File: src/rtl/coproc_mem_pkg.sv
// Shared definitions for the coprocessor word-memory initiator.
//   state_t           : FSM state encoding
//   RESERVED_WORDS    : cells 0..RESERVED_WORDS-1 hold config/status and are write-protected
//   STATUS_*          : bit positions inside the status word written back to memory
//   build_status()    : assembles the status word from a transaction count and error flag
package coproc_mem_pkg;

    typedef enum logic [2:0] {
        ST_IDLE    = 3'd0,
        ST_READ    = 3'd1,
        ST_CAPTURE = 3'd2,
        ST_WRITE   = 3'd3,
        ST_STATUS  = 3'd4,
        ST_RESP    = 3'd5
    } state_t;

    localparam int unsigned RESERVED_WORDS   = 2;
    localparam int unsigned STATUS_DONE_BIT  = 0;
    localparam int unsigned STATUS_ERR_BIT   = 1;
    localparam int unsigned STATUS_COUNT_LSB = 16;
    localparam int unsigned STATUS_COUNT_W   = 16;
    localparam int unsigned STATUS_W         = 32;

    // {count, 14'b0, err, done=1}
    function automatic logic [STATUS_W-1:0] build_status(input logic [STATUS_COUNT_W-1:0] count,
                                                         input logic                      err);
        logic [STATUS_W-1:0] s;
        s = '0;
        s[STATUS_COUNT_LSB +: STATUS_COUNT_W] = count;
        s[STATUS_ERR_BIT]                     = err;
        s[STATUS_DONE_BIT]                    = 1'b1;
        return s;
    endfunction

endpackage

File: src/rtl/mem_addr_check.sv
// Combinational legality check for a block request.
//   address : base cell address of the block
//   write   : 1 for a block write
//   err_c   : block runs past the end of memory, or a write touches a reserved word
module mem_addr_check
    import coproc_mem_pkg::*;
#(
    parameter int unsigned size     = 1024,
    parameter int unsigned blocks   = 4,
    parameter int unsigned log_size = 10
) (
    input  logic [log_size-1:0] address,
    input  logic                write,
    output logic                err_c
);

    localparam int unsigned EXT_W = log_size + 1;

    logic [EXT_W-1:0] end_addr;
    logic             range_err;
    logic             reserved_err;

    // One extra bit so address+blocks cannot wrap past the top of memory
    assign end_addr     = {1'b0, address} + EXT_W'(blocks);
    assign range_err    = end_addr > EXT_W'(size);
    assign reserved_err = write && (address < log_size'(RESERVED_WORDS));
    assign err_c        = range_err || reserved_err;

endmodule

File: src/rtl/mem_master.sv
// Initiator side of the coprocessor word memory: accepts one block read/write
// request at a time, drives the memory strobes, and returns a response.
// Optional feature macro: MEM_MASTER_STATUS_UPDATE_EN inserts a STATUS state that
// writes {txn_count, 14'b0, err, 1} to the memory status port for every transaction.
// Ports:
//   in_clk, in_reset                      : clock, async active-low reset
//   in_req_*  / out_req_ready             : request channel (ready only in IDLE)
//   out_resp_* / in_resp_ready            : response channel (data, error flag)
//   out_mem_address/data/read_en/write_en : memory block port
//   in_mem_data                           : memory read data, one cycle after read_en
//   out_mem_status/out_mem_write_status_en: memory status port
module mem_master
    import coproc_mem_pkg::*;
#(
    parameter int unsigned size       = 1024,
    parameter int unsigned blocks     = 4,
    parameter int unsigned log_size   = 10,
    parameter int unsigned cell_width = 32,
    parameter int unsigned width      = blocks * cell_width
) (
    input  logic                  in_clk,
    input  logic                  in_reset,
    input  logic                  in_req_valid,
    output logic                  out_req_ready,
    input  logic                  in_req_write,
    input  logic [log_size-1:0]   in_req_address,
    input  logic [width-1:0]      in_req_data,
    output logic                  out_resp_valid,
    input  logic                  in_resp_ready,
    output logic [width-1:0]      out_resp_data,
    output logic                  out_resp_err,
    output logic [log_size-1:0]   out_mem_address,
    output logic [width-1:0]      out_mem_data,
    output logic                  out_mem_read_en,
    output logic                  out_mem_write_en,
    input  logic [width-1:0]      in_mem_data,
    output logic [cell_width-1:0] out_mem_status,
    output logic                  out_mem_write_status_en
);

`ifdef MEM_MASTER_STATUS_UPDATE_EN
    localparam state_t POST_STATE = ST_STATUS;
`else
    localparam state_t POST_STATE = ST_RESP;
`endif

    state_t              state_q, state_d;
    logic                wr_q, wr_d;
    logic                err_q, err_d;
    logic [log_size-1:0] addr_q, addr_d;
    logic [width-1:0]    wdata_q, wdata_d;
    logic [width-1:0]    rdata_q, rdata_d;
    logic                chk_err_c;

    logic                req_ready_d, resp_valid_d, resp_err_d;
    logic                mem_rd_d, mem_wr_d;
    logic [log_size-1:0] mem_addr_d;
    logic [width-1:0]    mem_data_d;

    mem_addr_check #(
        .size     (size),
        .blocks   (blocks),
        .log_size (log_size)
    ) u_addr_check (
        .address (in_req_address),
        .write   (in_req_write),
        .err_c   (chk_err_c)
    );

    // Next state, request latch and read capture
    always_comb begin
        state_d = state_q;
        wr_d    = wr_q;
        err_d   = err_q;
        addr_d  = addr_q;
        wdata_d = wdata_q;
        rdata_d = rdata_q;
        case (state_q)
            ST_IDLE: begin
                if (in_req_valid) begin
                    wr_d    = in_req_write;
                    err_d   = chk_err_c;
                    addr_d  = in_req_address;
                    wdata_d = in_req_data;
                    rdata_d = '0;
                    if (chk_err_c)         state_d = POST_STATE;
                    else if (in_req_write) state_d = ST_WRITE;
                    else                   state_d = ST_READ;
                end
            end
            ST_READ:    state_d = ST_CAPTURE;
            ST_CAPTURE: begin
                rdata_d = in_mem_data;
                state_d = POST_STATE;
            end
            ST_WRITE:   state_d = POST_STATE;
            ST_STATUS:  state_d = ST_RESP;
            ST_RESP:    if (in_resp_ready) state_d = ST_IDLE;
            default:    state_d = ST_IDLE;
        endcase
    end

    // Output decode from the next state so every output is a flop
    always_comb begin
        req_ready_d  = (state_d == ST_IDLE);
        resp_valid_d = (state_d == ST_RESP);
        resp_err_d   = (state_d == ST_RESP) && err_d;
        mem_rd_d     = (state_d == ST_READ);
        mem_wr_d     = (state_d == ST_WRITE);
        mem_addr_d   = (mem_rd_d || mem_wr_d) ? addr_d : '0;
        mem_data_d   = mem_wr_d ? wdata_d : '0;
    end

    always_ff @(posedge in_clk or negedge in_reset) begin
        if (!in_reset) begin
            state_q          <= ST_IDLE;
            wr_q             <= 1'b0;
            err_q            <= 1'b0;
            addr_q           <= '0;
            wdata_q          <= '0;
            rdata_q          <= '0;
            out_req_ready    <= 1'b1;
            out_resp_valid   <= 1'b0;
            out_resp_err     <= 1'b0;
            out_mem_read_en  <= 1'b0;
            out_mem_write_en <= 1'b0;
            out_mem_address  <= '0;
            out_mem_data     <= '0;
        end else begin
            state_q          <= state_d;
            wr_q             <= wr_d;
            err_q            <= err_d;
            addr_q           <= addr_d;
            wdata_q          <= wdata_d;
            rdata_q          <= rdata_d;
            out_req_ready    <= req_ready_d;
            out_resp_valid   <= resp_valid_d;
            out_resp_err     <= resp_err_d;
            out_mem_read_en  <= mem_rd_d;
            out_mem_write_en <= mem_wr_d;
            out_mem_address  <= mem_addr_d;
            out_mem_data     <= mem_data_d;
        end
    end

    // Captured read data is cleared on accept, so writes and errors return 0
    assign out_resp_data = rdata_q;

`ifdef MEM_MASTER_STATUS_UPDATE_EN
    logic [STATUS_COUNT_W-1:0] count_q, count_d;
    logic                      status_en_d;
    logic [cell_width-1:0]     status_d;

    // Counter advances on entry to STATUS; the status word carries the new value
    always_comb begin
        status_en_d = (state_d == ST_STATUS);
        count_d     = count_q;
        status_d    = '0;
        if (status_en_d) begin
            count_d  = STATUS_COUNT_W'(count_q + STATUS_COUNT_W'(1));
            status_d = cell_width'(build_status(count_d, err_d));
        end
    end

    always_ff @(posedge in_clk or negedge in_reset) begin
        if (!in_reset) begin
            count_q                 <= '0;
            out_mem_status          <= '0;
            out_mem_write_status_en <= 1'b0;
        end else begin
            count_q                 <= count_d;
            out_mem_status          <= status_d;
            out_mem_write_status_en <= status_en_d;
        end
    end
`else
    assign out_mem_status          = '0;
    assign out_mem_write_status_en = 1'b0;
`endif

endmodule

File: config.mk
export PLATFORM = sky130hd
export DESIGN_NAME = mem_master
export DESIGN_NICKNAME = d
export VERILOG_FILES = /design/src/rtl/coproc_mem_pkg.sv /design/src/rtl/mem_addr_check.sv /design/src/rtl/mem_master.sv
export SDC_FILE = /design/constraint.sdc
export NUM_CORES = 1
export LEC_CHECK = 0
export ABC_AREA = 1
export CORE_ASPECT_RATIO = 2
export CORE_MARGIN = 2
export CORE_UTILIZATION = 30
export DETAILED_ROUTE_END_ITERATION = 16
export PLACE_DENSITY = 0.64
export SYNTH_ARGS = -nofsm -noshare
export SYNTH_HDL_FRONTEND = slang
export SYNTH_SLANG_ARGS = --single-unit
File: constraint.sdc
create_clock -name in_clk -period 1.6 [get_ports in_clk]
set_clock_uncertainty 0.05 [all_clocks]
set_input_delay 0.16 -clock in_clk [delete_from_list [all_inputs] [get_ports in_clk]]
set_output_delay 0.16 -clock in_clk [all_outputs]
set_load 0.005 [all_outputs]
==> flow_summary.ini, run 1 <==
[status]
status = finished, violations left
failed_checks = setup timing

[logic_synthesis]
synth-seq-area-share_pct = 64.3
ys.flop_type = dfrtp_1
synth_area_per_cell_um2 = 10.4
synth.distinct_cells = 28
synth_cells = 1541
synth_edf_count = 0
synth_area_um2 = 16100
ys_async_sr_fraction_pct = 100
synth_warnings = 0
ys_seq_elements = 413

[layout]
layout.nets = 2439
mostFrequentLayoutCells = dfrtp_1 (412), clkdlybuf4s50_1 (272), dlygate4sd2_1 (268), nand3_1 (244), nand2_1 (143)
final_common_cell = dfrtp_1
layout-drive-gt1-share_pct = 24.1
n_fill_cell = 4919
area_growth_pct = 63.3
stdcell_area_um2 = 26300

[global_route]
grt_max_degree = 64
grt_pass1_vias = 14000
grt-ovfl-total = 0
track_usage_pct = 19.9
grt_pass1_wl_um = 84100
antenna_found_initial = 14

[setup_path]
cp_cell_sequence = nor2_4 -> nand2_4 -> nor2_8 -> buf_12 -> inv_16 -> bufbuf_16 -> o21ai_2 -> nor2_2
required_ps = 1990
crit_path_top_delay_cell = dfrtp_1
critPathMaxStageDelay_ps = 420
crit_family = buffers and inverters
startpoint_type = register
cp_max_fo = 11
crit_type = reg2reg
regToRegSetupSlack_ps = -100
cp_data_arrival_time_ps = 2100
path_buf_inv = 3
critPathCaptureType = register
crit_cells = 8
ff2ff_path_depth = 8

[placement]
io_buffers = 541
dpl_cell_area_um2 = 22600
dp_slack_ps = -522
dp_hpwl_um = 37500
gp_congestion = 0.794

[clock_tree]
clockBufferDepth = 3
insertion_delay_ps = 550
cts_sinks = 413
clkTransAtPathRegs_ps = 70
cts-buffers-inserted = 39
cts_max_level = 2
clockRootBuffer = clkbuf_16
tritoncts = done

[floorplan]
ios = 575
core_um2 = 53300
die_h_um = 331
row_count = 120
dieArea_um2 = 55600
die_w_um = 168
start_util_pct = 30.2

[sta]
period_minus_slack_ps = 1700
fin_setup_tns_ps = -9070
fmax_ghz = 0.587
timing.final.ws_setup_ps = -104
min_period_over_period_pct = 106
slew_violations = 0
setup_viol = 249
timing.final.hold_violations = 0
rsz0062_at_grt = yes

[drt]
drtPass1Iterations = 4
routedWlPerCell_um = 20.3
drt_iter0_drc = 709
ant_nets = 0
via_per_inst = 4.57
drc = 0
vias = 13100
drt_wl_total_um = 58300

[worst_hold_path]
min-delay-path-class = in2reg
hold-path-cell-count = 3

[job]
cap_violations = 0

[power_and_ir_drop]
p_leak_nw = 13.4
vdd_ir_drop_max_mv = 0.993
p_per_area_nw_per_um2 = 1850
worst min-delay path, stage by stage:
cell	delay, ps
clkdlybuf4s50_1	400
nand3_1	80
nand2_1	50
what timing repair did:
item                       CTS  global route
setup buffers               30             3
cloned                      24            14
hold endpoints to repair   412             0
hold buffers                 2             0
pin swaps                   25            65
gates resized for setup    463           151
setup endpoints to repair  614           411
routing by layer:
| metal | global-route usage [%] | routed length, µm |
|---|---|---|
| met5 | 0 | 112 |
| met3 | 7.43 | 5770 |
| met4 | 7.60 | 2220 |
| met1 | 20.9 | 19900 |
| met2 | 36.0 | 30300 |
cells in the mapped netlist (2+ instances only):
cell type | instances | share of area [%]
nor2_2 | 10 | 0.39
nand2_1 | 145 | 3.4
inv_1 | 146 | 3.4
buf_6 | 11 | 0.77
o21ai_2 | 74 | 4.0
buf_2 | 62 | 1.9
nor2_1 | 139 | 3.2
o21ai_1 | 37 | 1.2
ha_1 | 2 | 0.16
nand3_1 | 260 | 8.1
clkbuf_1 | 25 | 0.58
or2_2 | 132 | 5.1
inv_2 | 6 | 0.14
dfrtp_1 | 412 | 64
or2_1 | 6 | 0.23
a21oi_1 | 2 | 0.062
o21ai_0 | 28 | 0.87
buf_4 | 34 | 1.6
cell families after synthesis:
family | share of synthesized area [%]
AOI/OAI and AO/OA | 6.16
adders and majority gates | 0.156
buffers and inverters | 8.45
DFF | 64.3
other | 0.0233
and+or+nand+nor | 20.9
flip-flops by register name, indices dropped and copies added (netlist names), 3 cells and up:
signal and flops:
wdata_q 128, state_q 3, out_mem_data 128, out_resp_data 128
addr_q 10, out_mem_address 10
final timing paths:
path / start / endpoint
setup / recovery: state_q[1] / out_mem_address[2]
hold / removal: in_mem_data[46] / out_resp_data[46]
setup reg to reg: state_q[1] / out_mem_address[2]
hold reg to reg: out_resp_data[21] / out_resp_data[21]
max in group asynchronous: in_reset / out_mem_data[55]
min in group asynchronous: in_reset / out_resp_data[2]
through the flow:
stage	std cells	total power [mW]	hold slack (ps)	util, %
CTS	2852	46.8	76.2	47.4
global placement	2727	33.8	-0.159	42.3
detailed placement	2727	34.3	1.90	42.3
floorplan	1573	24.8	-186	-
global route	2869	51.5	93.3	49.3
finish	2870	48.5	108	49.3
where the power goes:
group / internal [mW] / switching, mW / leakage (nW)
registers: 14.6 / 1.71 / 5.21
logic: 11.1 / 10.8 / 7.45
clock network: 6.11 / 4.19 / 0.694
final cells by class:
type | instances | area [µm²] | share of cell area [%]
Timing Repair Buffer | 684 | 7470 | 28.4
Inverter | 152 | 589 | 2.24
Antenna cell | 4 | 10.0 | 0.0381
Sequential cell | 413 | 10300 | 39.4
Tap cell | 671 | 840 | 3.20
Clock inverter | 18 | 293 | 1.12
Multi-Input combinational cell | 875 | 5580 | 21.2
Timing Repair inverter | 1 | 20.0 | 0.0762
Clock buffer | 52 | 1130 | 4.29
Note: power is estimated with default switching activity, not from simulation.
==> run 2: changes to the inputs <==
- CORE_AREA: default -> 2 2 224 226
- CORE_ASPECT_RATIO: 2 -> default
- CORE_MARGIN: 2 -> default
- CORE_UTILIZATION: 30 -> default
- CTS_CLUSTER_DIAMETER: default -> 120
- DIE_AREA: default -> 0 0 226 228
- PLACE_DENSITY: 0.64 -> 0.69
==> flow_summary.ini, run 2 (synthesis gave the netlist of run 1 again) <==
[drt]
drc = 0
routedWlPerCell_um = 18.7
drt_wl_total_um = 53400
vias = 13200
via_per_inst = 4.62
ant_nets = 0
drt_iter0_drc = 715
drtPass1Iterations = 5

[global_route]
grt-ovfl-total = 0
antenna_found_initial = 5
track_usage_pct = 19.1
grt_max_degree = 80
grt_pass1_wl_um = 76000
grt_pass1_vias = 13300

[setup_path]
regToRegStartpoint = state_q[2]
critPathMaxStageDelay_ps = 410
cp_data_arrival_time_ps = 2090
startpoint_type = register
crit_type = reg2reg
crit_top_cell = buf_16
reg2reg_to = out_resp_data[11]
crit_path_top_delay_cell = dfrtp_1
critPathCaptureType = register
regToRegSetupSlack_ps = -100
cp_cell_sequence = nor2_4 -> nand2_4 -> nor2_8 -> clkinv_8 -> buf_16 -> buf_16 -> clkbuf_16 -> nand3_1 -> nand2_1
cp_max_fo = 14
ff2ff_path_depth = 9
required_ps = 1990

[worst_hold_path]
hold_start = in_mem_data[10]
hold_end = out_resp_data[10]
min-delay-path-class = in2reg
hold-path-cell-count = 3

[placement]
io_buffers = 541
dp_slack_ps = -621
gp_congestion = 0.845
dp_hpwl_um = 35800

[sta]
slew_headroom_pct = 57.0
slew_violations = 0
setup_viol = 92
timing.final.hold_violations = 0
tightest_slew_ps = 643
fmax_ghz = 0.589
fin_setup_tns_ps = -3550
rsz0062_at_grt = yes
period_minus_slack_ps = 1700
min_period_over_period_pct = 106
timing.final.ws_setup_ps = -96.4

[layout]
layout-drive-gt1-share_pct = 23.5
utilization_pct = 51.0
antenna_cells = 0
layout.nets = 2425
seq_area_um2 = 10300
n_fill_cell = 4390
area_growth_pct = 56.6
mostFrequentLayoutCells = dfrtp_1 (411), dlygate4sd2_1 (271), clkdlybuf4s50_1 (268), nand3_1 (253), inv_1 (144)
final_common_cell = dfrtp_1
multi_input_area_um2 = 5020

[clock_tree]
cts-buffers-inserted = 45
tritoncts = done
insertion_delay_ps = 550
cts_sinks = 413
cts_max_level = 2
clockBufferDepth = 3
clkTransAtPathRegs_ps = 60
clockRootBuffer = clkbuf_16

[floorplan]
ios = 575
start_util_pct = 32.6
row_count = 82
dieArea_um2 = 51500
core_um2 = 49300
die_h_um = 228
die_w_um = 226

[status]
failed_checks = setup timing
status = finished, violations left

[job]
cap_violations = 0

[power_and_ir_drop]
vdd_ir_drop_max_mv = 0.789
p_leak_nw = 13.1
p_per_area_nw_per_um2 = 1820
==> run 2: cell count changes in the layout (fill, tap and decap cells not counted), sizes merged <==
| cell | before | now |
|---|---|---|
| bufbuf | 2 | 0 |
| dlygate4sd2 | 268 | 271 |
| clkbuf | 65 | 76 |
| diode | 4 | 0 |
| clkinv | 7 | 9 |
| clkinvlp | 2 | 0 |
| buf | 127 | 110 |
| bufinv | 7 | 5 |
| inv | 155 | 154 |
| clkdlybuf4s50 | 272 | 268 |
==> run 2: critical path: cells and delay by family, from the launching register on <==
family	cells	cell delay, ps
buffers and inverters	4	610
AND/OR/NAND/NOR	5	490
flip-flops	1	410
==> run 2: metrics by stage <==
stage | total power, mW | area [µm²] | hold slack [ps] | std cells
global placement | 33.8 | 22700 | -22.6 | 2739
floorplan | 24.8 | 16200 | -186 | 1573
global route | 48.8 | 25200 | 72.1 | 2855
finish | 46.0 | 25200 | 105 | 2855
detailed placement | 34.3 | 22700 | -26.6 | 2739
CTS | 43.9 | 24100 | 66.8 | 2827
==> run 2: final cells by class <==
class                           count  area share, %
Timing Repair Buffer              665           27.1
Tap cell                          672           3.34
Clock inverter                     16          0.874
Sequential cell                   413           41.1
Inverter                          152           2.33
Multi-Input combinational cell    875           19.9
Clock buffer                       62           5.33
==> run 2: worst max-delay path by stage <==
stage / startpoint / to / slack (ps)
after global placement: in_req_address[2] / out_mem_data[2] / -570
final: state_q[2] / out_resp_data[11] / -100
after detailed placement: in_req_address[2] / out_mem_data[9] / -620
after global routing: state_q[2] / out_resp_data[96] / -160
after floorplan: state_q[1] / out_mem_address[7] / 100
after CTS: state_q[1] / out_resp_data[96] / -100
==> run 2: metal layers <==
metal,global-route usage [%],part of all wire [%]
met5,0,0.060
met4,7.95,3.8
met2,31.8,49
met1,22.9,39
met3,5.98,8.0
==> run 2: what timing repair did <==
item	4_1_cts	5_1_grt
cloned	2	18
hold buffers	2	0
resized for setup	284	158
pin swaps	0	2
buffers inserted	6	10
setup endpoints to repair	418	320
hold endpoints to repair	412	0
==> run 2: power breakdown <==
group          leakage (nW)  internal, mW  switching (mW)
Clock                 0.779          6.66            4.20
Sequential             5.21          14.6            1.56
Combinational          7.10          9.01            9.89
Total                  13.1          30.3            15.6
==> run 3: changes to the inputs <==
- PLACE_DENSITY: 0.69 -> 0.7
==> flow_summary.ini, run 3 (synthesis gave the netlist of run 1 again) <==
[power_and_ir_drop]
vdd_ir_drop_max_mv = 1.00
p_clk_share_pct = 23.6
p_switching_mw = 15.1
sequentialPowerShare_pct = 36.7
comb_power_share_pct = 39.7
internal_power_mw = 29.0
swShare_pct = 34.2
p_leak_nw = 12.8
total_power_mw = 44.1
p_per_area_nw_per_um2 = 1800

[clock_tree]
clkTransAtPathRegs_ps = 60
cts_sinks = 413
clockRootBuffer = clkbuf_16
tritoncts = done
clockBufferDepth = 3
cts_max_level = 2
cts-buffers-inserted = 45
insertion_delay_ps = 570

[setup_path]
regToRegStartpoint = state_q[1]
ff2ff_path_depth = 8
path_buf_inv = 2
crit_cells = 8
startpoint_type = register
crit_start = state_q[1]
critPathMaxStageDelay_ps = 400
cp_data_arrival_time_ps = 2050
cp_cell_sequence = nor2_4 -> nand2_4 -> nor2_8 -> buf_6 -> buf_12 -> or2_2 -> o21ai_1 -> nor2_1
reg2reg_to = out_mem_data[57]
required_ps = 2050
crit_path_top_delay_cell = dfrtp_1
crit_type = reg2reg
cp_max_fo = 20
regToRegSetupSlack_ps = 1
crit_family = simple AND/OR/NAND/NOR gates
critPathCaptureType = register

[worst_hold_path]
min-delay-path-class = in2async

[drt]
drt_wl_total_um = 50900
drc = 0
via_per_inst = 4.55
vias = 12900
ant_nets = 0
routedWlPerCell_um = 17.9
drt_iter0_drc = 575
drtPass1Iterations = 5

[floorplan]
die_h_um = 228
dieArea_um2 = 51500
core_um2 = 49300
die_w_um = 226
ios = 575
start_util_pct = 32.6
row_count = 82

[layout]
final_common_cell = dfrtp_1
layout-drive-gt1-share_pct = 20.4
n_fill_cell = 4545
layout.nets = 2404
area_growth_pct = 52.3
mostFrequentLayoutCells = dfrtp_1 (411), clkdlybuf4s50_1 (269), dlygate4sd2_1 (268), nand3_1 (258), inv_1 (146)

[sta]
fmax_ghz = 0.626
period_minus_slack_ps = 1600
slew_violations = 0
timing.final.ws_setup_ps = 1.34
min_period_over_period_pct = 99.9
timing.final.hold_violations = 0
setup_viol = 0
rsz0062_at_grt = yes

[placement]
dp_slack_ps = -543
io_buffers = 541
gp_congestion = 0.836
dp_hpwl_um = 34800

[job]
cap_violations = 0

[global_route]
track_usage_pct = 18.8
grt_max_degree = 81
antenna_found_initial = 9
grt_pass1_wl_um = 75100
grt-ovfl-total = 0
grt_pass1_vias = 13300

[status]
status = finished, final reports clean
## run 3: changes by cell type in the layout (fill, tap and decap cells not counted), moves of 5 or more
cell,delta
nor2_1,+21
nand3_1,+5
o21ai_4,-26
nor2_2,-21
nand3_2,-5
buf_6,-6
clkbuf_1,+5
clkbuf_8,-8
o21ai_1,+26
buf_16,-6
clkinvlp_4,+5
buf_4,-8
## run 3: worst max-delay path by stage
| stage | slack, ps | end |
|---|---|---|
| after global routing | -80 | out_mem_data[61] |
| after detailed placement | -540 | out_mem_data[20] |
| final | 1 | out_mem_data[57] |
| after global placement | -560 | out_mem_data[11] |
| after CTS | -40 | out_mem_data[20] |
| after floorplan | 100 | out_mem_address[7] |
## run 3: power groups by stage
stage	Clock [mW]	Sequential, mW	Combinational, mW
3_3_place_gp	0	16.2	17.4
6_report	10.4	16.2	17.5
3_5_place_dp	0	16.4	17.8
2_1_floorplan	0	16.3	8.51
4_1_cts	10.7	16.2	16.5
5_1_grt	11.1	16.6	19.3
## run 3: worst register-to-register path: stages, from the launching register on
cell	delay (ps)
dfrtp_1	400
nor2_4	140
nand2_4	70
nor2_8	150
buf_6	190
buf_12	170
or2_2	120
o21ai_1	80
nor2_1	150
## run 3: per-layer routing
| metal | vias to the layer above | GRT usage, % | share of wire (%) |
|---|---|---|---|
| met4 | 8 | 7.12 | 3.4 |
| li1 | 5989 | - | - |
| met5 | - | 0 | 0.11 |
| met1 | 6330 | 22.2 | 39 |
| met3 | 95 | 6.53 | 8.8 |
| met2 | 513 | 31.3 | 49 |
## run 3: area by class of cell
cell class              count  area, µm²  share of cell area [%]
repair buffers            643       6540                    26.7
flip-flops and latches    413      10300                    42.2
clock buffers              57       1200                    4.91
diodes                      4       10.0                  0.0409
clock inverters            26        292                    1.19
inverters                 152        581                    2.37
multi-input cells         876       4690                    19.2
well taps                 672        841                    3.43
## run 3: repair_timing
action,CTS,global route
endpoints found under the setup margin,413,283
pin swaps,3,1
gates resized for setup,284,64
setup buffers,8,8
gates cloned,1,13
hold endpoints to repair,412,0
hold buffers,1,0
## run 3: per-stage QoR
stage	cells	util, %	setup TNS (ps)	hold slack (ps)	area, µm²
after floorplan	1573	-	0	-186	16200
after global placement	2725	45.8	-113120	30.7	22600
after detailed placement	2725	45.8	-113160	29.7	22600
after CTS	2818	48.4	-179	2.86	23900
after global routing	2841	49.6	-8630	27.9	24500
final	2843	49.6	0	25.7	24500
